===== config.mk =====
export PLATFORM = sky130hd
export DESIGN_NAME = l3_mem_ctrl
export DESIGN_NICKNAME = d
export VERILOG_FILES = /design/src/rtl/l3_mem_ctrl.sv
export SDC_FILE = /design/constraint.sdc
export NUM_CORES = 1
export LEC_CHECK = 0
export CAP_MARGIN = 20
export CORE_AREA = 2 2 181 183
export CTS_BUF_LIST = sky130_fd_sc_hd__clkbuf_4 sky130_fd_sc_hd__clkbuf_8
export DETAILED_ROUTE_END_ITERATION = 10
export DIE_AREA = 0 0 183 185
export HOLD_SLACK_MARGIN = 0.15
export PLACE_DENSITY_LB_ADDON = 0.3
export SETUP_SLACK_MARGIN = 0.15
export SLEW_MARGIN = 20
export SYNTH_ARGS = -nofsm -noshare
export SYNTH_HDL_FRONTEND = slang
export SYNTH_SLANG_ARGS = --single-unit

===== constraint.sdc =====
create_clock -name clk -period 3.95 [get_ports clk]
set_input_delay 1.185 -clock clk [delete_from_list [all_inputs] [get_ports clk]]
set_output_delay 1.185 -clock clk [all_outputs]
set_load 0.01 [all_outputs]

===== src/rtl/l3_mem_ctrl.sv =====
// L3-side memory controller: request FIFO, one access at a time to a fixed-latency port, periodic refresh.
// Define L3_MEM_CTRL_STATS_EN to build the read/write/refresh statistics counters.

module l3_mem_ctrl #(
    parameter int ADDR_W         = 16,
    parameter int DATA_W         = 32,
    parameter int FIFO_DEPTH     = 4,
    parameter int READ_LAT       = 2,
    parameter int REFRESH_PERIOD = 64,
    parameter int REFRESH_CYCLES = 2
) (
    input  logic              clk,
    input  logic              rst,
    input  logic              req_valid,
    output logic              req_ready,
    input  logic              req_write,
    input  logic [ADDR_W-1:0] req_addr,
    input  logic [DATA_W-1:0] req_wdata,
    output logic              rsp_valid,
    input  logic              rsp_ready,
    output logic [DATA_W-1:0] rsp_rdata,
    output logic              mem_en,
    output logic              mem_we,
    output logic [ADDR_W-1:0] mem_addr,
    output logic [DATA_W-1:0] mem_wdata,
    input  logic [DATA_W-1:0] mem_rdata,
    output logic              mem_ref,
    output logic              busy,
    output logic [15:0]       stat_rd_cnt,
    output logic [15:0]       stat_wr_cnt,
    output logic [15:0]       stat_ref_cnt
);

    localparam int PTR_W  = $clog2(FIFO_DEPTH);
    localparam int TMR_W  = $clog2(REFRESH_PERIOD);
    localparam int WCNT_W = $clog2(READ_LAT + 1);
    localparam int RCNT_W = $clog2(REFRESH_CYCLES + 1);
    localparam logic [PTR_W:0]    FULL_CNT  = (PTR_W+1)'(FIFO_DEPTH);
    localparam logic [TMR_W-1:0]  TMR_LAST  = TMR_W'(REFRESH_PERIOD - 1);
    localparam logic [WCNT_W-1:0] WAIT_LOAD = WCNT_W'(READ_LAT - 1);
    localparam logic [RCNT_W-1:0] REF_LOAD  = RCNT_W'(REFRESH_CYCLES - 1);

    typedef enum logic [2:0] {S_IDLE, S_ISSUE, S_WAIT, S_RESP, S_REFRESH} state_t;

    state_t              state;
    logic [PTR_W-1:0]    wr_ptr, rd_ptr;
    logic [PTR_W:0]      count;
    logic                fifo_we    [FIFO_DEPTH];
    logic [ADDR_W-1:0]   fifo_addr  [FIFO_DEPTH];
    logic [DATA_W-1:0]   fifo_wdata [FIFO_DEPTH];
    logic                full, empty, push, pop;
    logic [TMR_W-1:0]    tmr;
    logic                ref_pend;
    logic [WCNT_W-1:0]   wcnt;
    logic [RCNT_W-1:0]   rcnt;

    assign full      = (count == FULL_CNT);
    assign empty     = (count == '0);
    assign req_ready = !full;
    assign push      = req_valid && !full;
    assign pop       = (state == S_ISSUE);
    assign busy      = !empty || (state != S_IDLE);

    // Request queue: storage is data-only, pointers and occupancy are reset
    always_ff @(posedge clk) begin
        if (push) begin
            fifo_we[wr_ptr]    <= req_write;
            fifo_addr[wr_ptr]  <= req_addr;
            fifo_wdata[wr_ptr] <= req_wdata;
        end
    end

    always_ff @(posedge clk or posedge rst) begin
        if (rst) begin
            wr_ptr <= '0;
            rd_ptr <= '0;
            count  <= '0;
        end else begin
            if (push) wr_ptr <= wr_ptr + 1'b1;
            if (pop)  rd_ptr <= rd_ptr + 1'b1;
            case ({push, pop})
                2'b10:   count <= count + 1'b1;
                2'b01:   count <= count - 1'b1;
                default: count <= count;
            endcase
        end
    end

    // Refresh timer; taking the refresh wins over a coincident wrap so it is never doubled
    always_ff @(posedge clk or posedge rst) begin
        if (rst) begin
            tmr      <= '0;
            ref_pend <= 1'b0;
        end else begin
            tmr <= (tmr == TMR_LAST) ? '0 : tmr + 1'b1;
            if (state == S_IDLE && ref_pend)
                ref_pend <= 1'b0;
            else if (tmr == TMR_LAST)
                ref_pend <= 1'b1;
        end
    end

    // Access sequencer with registered memory and response outputs
    always_ff @(posedge clk or posedge rst) begin
        if (rst) begin
            state     <= S_IDLE;
            mem_en    <= 1'b0;
            mem_we    <= 1'b0;
            mem_addr  <= '0;
            mem_wdata <= '0;
            mem_ref   <= 1'b0;
            rsp_valid <= 1'b0;
            rsp_rdata <= '0;
            wcnt      <= '0;
            rcnt      <= '0;
        end else begin
            case (state)
                S_IDLE: begin
                    if (ref_pend) begin
                        state   <= S_REFRESH;
                        mem_ref <= 1'b1;
                        rcnt    <= REF_LOAD;
                    end else if (!empty) begin
                        state     <= S_ISSUE;
                        mem_en    <= 1'b1;
                        mem_we    <= fifo_we[rd_ptr];
                        mem_addr  <= fifo_addr[rd_ptr];
                        mem_wdata <= fifo_wdata[rd_ptr];
                    end
                end
                S_ISSUE: begin
                    mem_en    <= 1'b0;
                    mem_we    <= 1'b0;
                    mem_addr  <= '0;
                    mem_wdata <= '0;
                    if (mem_we) begin
                        state <= S_IDLE;
                    end else begin
                        wcnt  <= WAIT_LOAD;
                        state <= S_WAIT;
                    end
                end
                S_WAIT: begin
                    if (wcnt == '0) begin
                        rsp_rdata <= mem_rdata;
                        rsp_valid <= 1'b1;
                        state     <= S_RESP;
                    end else begin
                        wcnt <= wcnt - 1'b1;
                    end
                end
                S_RESP: begin
                    if (rsp_ready) begin
                        rsp_valid <= 1'b0;
                        state     <= S_IDLE;
                    end
                end
                S_REFRESH: begin
                    if (rcnt == '0) begin
                        mem_ref <= 1'b0;
                        state   <= S_IDLE;
                    end else begin
                        rcnt <= rcnt - 1'b1;
                    end
                end
                default: state <= S_IDLE;
            endcase
        end
    end

`ifdef L3_MEM_CTRL_STATS_EN
    logic [15:0] rd_cnt, wr_cnt, ref_cnt;

    always_ff @(posedge clk or posedge rst) begin
        if (rst) begin
            rd_cnt  <= '0;
            wr_cnt  <= '0;
            ref_cnt <= '0;
        end else begin
            if (state == S_ISSUE && !mem_we) rd_cnt  <= rd_cnt + 1'b1;
            if (state == S_ISSUE && mem_we)  wr_cnt  <= wr_cnt + 1'b1;
            if (state == S_IDLE && ref_pend) ref_cnt <= ref_cnt + 1'b1;
        end
    end

    assign stat_rd_cnt  = rd_cnt;
    assign stat_wr_cnt  = wr_cnt;
    assign stat_ref_cnt = ref_cnt;
`else
    assign stat_rd_cnt  = '0;
    assign stat_wr_cnt  = '0;
    assign stat_ref_cnt = '0;
`endif

endmodule


==> run_results.csv <==
group,metric,value,unit
synth,yosys_warnings,0,
grt,grt_util_all_layers,13.7,%
route,route.vias.total,6409,
power_and_ir_drop,total_leakage_power,5.86,nW
placed_design,place.gp.congestion,0.693,
cts,clkSinkCount,301,
cells_and_area,layout_filler_cell_count,2764,
cts,cts_made_buffers,50,
timing,final_hold_viol_count,0,
timing,final.setup.worst_slack,734,ps
worst_setup_path,setup.worst_path.end_class,"output pin",
run,maxCapViolCount,0,
route,wire_per_inst,17.2,um
worst_hold_path,worst_hold_path.endpoint,"tmr[5]",
synth,postSynthAreaPerCell,16.9,um^2
cells_and_area,finalCoreUtilization,47.2,%
cells_and_area,layout-drive-gt1-share,16.1,%
grt,antenna_violations_before_repair,0,
placed_design,post_dp_hpwl,14200,um
timing,timing.final.crit_share,81.4,%
cells_and_area,finalNonFillerCells,1357,
floorplan,dieWidth,183,um
timing,worst_slew_pin_slew,901,ps
cts,count_of_buffers_added_by_post_cts_timing_repair_for_setup,0,
synth,synth_enable_flop_cells,196,
cells_and_area,finalInstanceArea,0.0151,mm^2
route,drt-total-wl,23300,um
worst_setup_path,crit_required,2760,ps
synth,synth-seq-cells,301,
synth,post_synth_most_frequent_cells,"edfxtp_1, dfrtp_1, mux2i_1",
synth,synthMostInstantiatedCell,"edfxtp_1",
floorplan,fp.dieH,185,um
floorplan,initial_utilization,37.2,%
synth,ys_async_sr_fraction,34.9,%
synth,synth_area,0.0119,mm^2
floorplan,area_inside_the_core_boundary,0.0320,mm^2
route,first_iter_violations,289,
floorplan,placement_rows,66,
cells_and_area,ff_latch_area,0.00852,mm^2
synth,postSynth.topFlopCell,"edfxtp_1",
power_and_ir_drop,max-vdd-ir-drop,0.298,mV
worst_setup_path,worst_reg2reg_path_endpoint,"mem_wdata[27]",
worst_hold_path,worstHoldPathType,"flop to flop",
timing,fmax,311,MHz
worst_setup_path,worstReg2RegStart,"state[0]",
synth,yosys.cell_types.count,42,
synth,netlist_instances,705,
cts,cts.root.buffer_cell,"clkbuf_8",
grt,grt_first_pass_wirelength,36200,um
cts,max_clock_buf_depth,3,
placed_design,port-buffer-count,170,
placed_design,dpl.cell_count,1263,
worst_hold_path,whs_path_depth,1,
cts,clkLatencyLatePin,560,ps
synth,area_share_of_the_largest_cell_type_after_synthesis,49.3,%
timing,max-slew-margin-rel,40.0,%
cts,cts_repair_resize_count,0,
worst_setup_path,worstPathMaxFanout,17,
synth,synth_area_leader_cell,"edfxtp_1",
timing,grt_setup_unrepaired,"no",
cts,clkSlewWorstSetupHoldPaths,60,ps
cells_and_area,design.final.nets,1001,
grt,grt_pass1_vias,6514,
floorplan,num_io_pins,219,
cells_and_area,multi_input_area,0.00302,mm^2
synth,seq_area_frac_synth,71.3,%
worst_setup_path,startpoint_type,"flop",
route,post-route-drc-count,0,
worst_setup_path,reg2reg_depth,4,
timing,setup_total_negative_slack,0,ps
cells_and_area,diodes_inserted,0,
worst_setup_path,critPathKind,"flop to output pin",
timing,fin_worst_skew,28.8,ps
placed_design,post-place-ws,833,ps
placed_design,dpl_cell_area,0.0140,mm^2
worst_setup_path,worst-endpoint-arrival,2030,ps
timing,timing.final.max_slew_violations,0,
floorplan,die_area,0.0339,mm^2
worst_hold_path,startpoint_of_the_worst_hold_path,"tmr[5]",
worst_setup_path,reg2reg_setup_slack,1580,ps
timing,setup_viol,0,
cts,cts_tree,"done",
power_and_ir_drop,p_per_area,759,mW/mm^2
cts,cts_max_level,2,
route,drtAntennaViolNets,0,
outcome,outcome,"complete, no violations",
synth,synthTopCellsByArea,"edfxtp_1, dfrtp_1, mux2i_1",
grt,grt_overflow_total,0,
grt,largest_net_degree_at_the_start_of_global_routing,106,
route,detailedRoute.firstPassIterationCount,6,
cts,cts_hold_buf,0,
cells_and_area,area.growth.synth_to_final,26.6,%
timing,minimum_clock_period,3220,ps
route,vias_per_cell,4.72,
final cells by class:
class                      instances  area share [%]
sequential                       301            56.4
multi-input combinational        361            20.0
clock buffer                      70            6.00
timing repair buffer             185            12.5
tap                              408            3.38
inverter                           8           0.224
clock inverter                    24            1.52
sequential cells by signal (all words and copies together) (netlist names), 2 cells and up:
| signal | count |
|---|---|
| rcnt | 2 |
| tmr | 6 |
| fifo_we | 4 |
| fifo_addr | 64 |
| wr_ptr | 2 |
| rd_ptr | 2 |
| state | 3 |
| mem_addr | 16 |
| count | 3 |
| mem_wdata | 32 |
| wcnt | 2 |
| fifo_wdata | 128 |
| rsp_rdata | 32 |
layer usage:
layer,vias to the layer above,part of all wire [%],global-route usage (%)
met1,3178,44,17.5
met4,0,1.9,4.45
met3,39,6.0,3.34
li1,2972,-,-
met5,-,0,0
met2,220,49,23.2
kinds of logic (layout without fill, tap and decap cells):
logic type / after synthesis / in the layout / synth area share (%)
adder cells (fa/ha/maj): 9 / 9 / 1.01
flip-flops: 301 / 301 / 71.3
XOR/XNOR: 9 / 9 / 0.660
other: 1 / 48 / 0.0314
AO/OA/AOI/OAI: 72 / 72 / 4.12
multiplexers: 182 / 182 / 16.1
buffers and inverters: 90 / 287 / 4.94
AND/OR/NAND/NOR: 41 / 41 / 1.76
power breakdown:
group | switching [W] | internal, W | total, W
Sequential | 0.000447 | 0.00428 | 0.00473
Combinational | 0.00181 | 0.00193 | 0.00374
Clock | 0.00123 | 0.00176 | 0.00299
Total | 0.00349 | 0.00797 | 0.0115
worst max-delay path, cell delays in order, from the launching register on:
cell             delay [ps]
dfrtp_1                 540
nor2_1                  330
nand3_1                 120
clkdlybuf4s50_1         490
how the worst max path moves through the flow:
stage / startpoint / endpoint / slack (ps) / depth (start not counted)
finish: state[0] / busy / 730 / 3
floorplan: req_valid / fifo_addr[0][0] / 770 / 2
global route: count[0] / busy / 580 / 3
detailed placement: req_valid / count[2] / 830 / 9
CTS: state[0] / busy / 700 / 3
global placement: req_valid / count[2] / 810 / 9
metrics by stage:
step	power [W]	hold WS [ps]
after CTS	0.0117	481
after global routing	0.0122	499
after floorplan	0.00708	445
after detailed placement	0.00861	465
final	0.0115	479
after global placement	0.00855	464
placed cells by master (no fill, tap or decap), types with 12 or more instances in the layout:
master,n
clkbuf_8,61
conb_1,48
clkinv_2,12
mux2_2,38
edfxtp_1,196
o22ai_1,50
clkdlybuf4s50_1,170
mux2_1,46
mux2i_1,98
dfrtp_1,104
nor2_1,13
(Power assumes the default switching activity.)
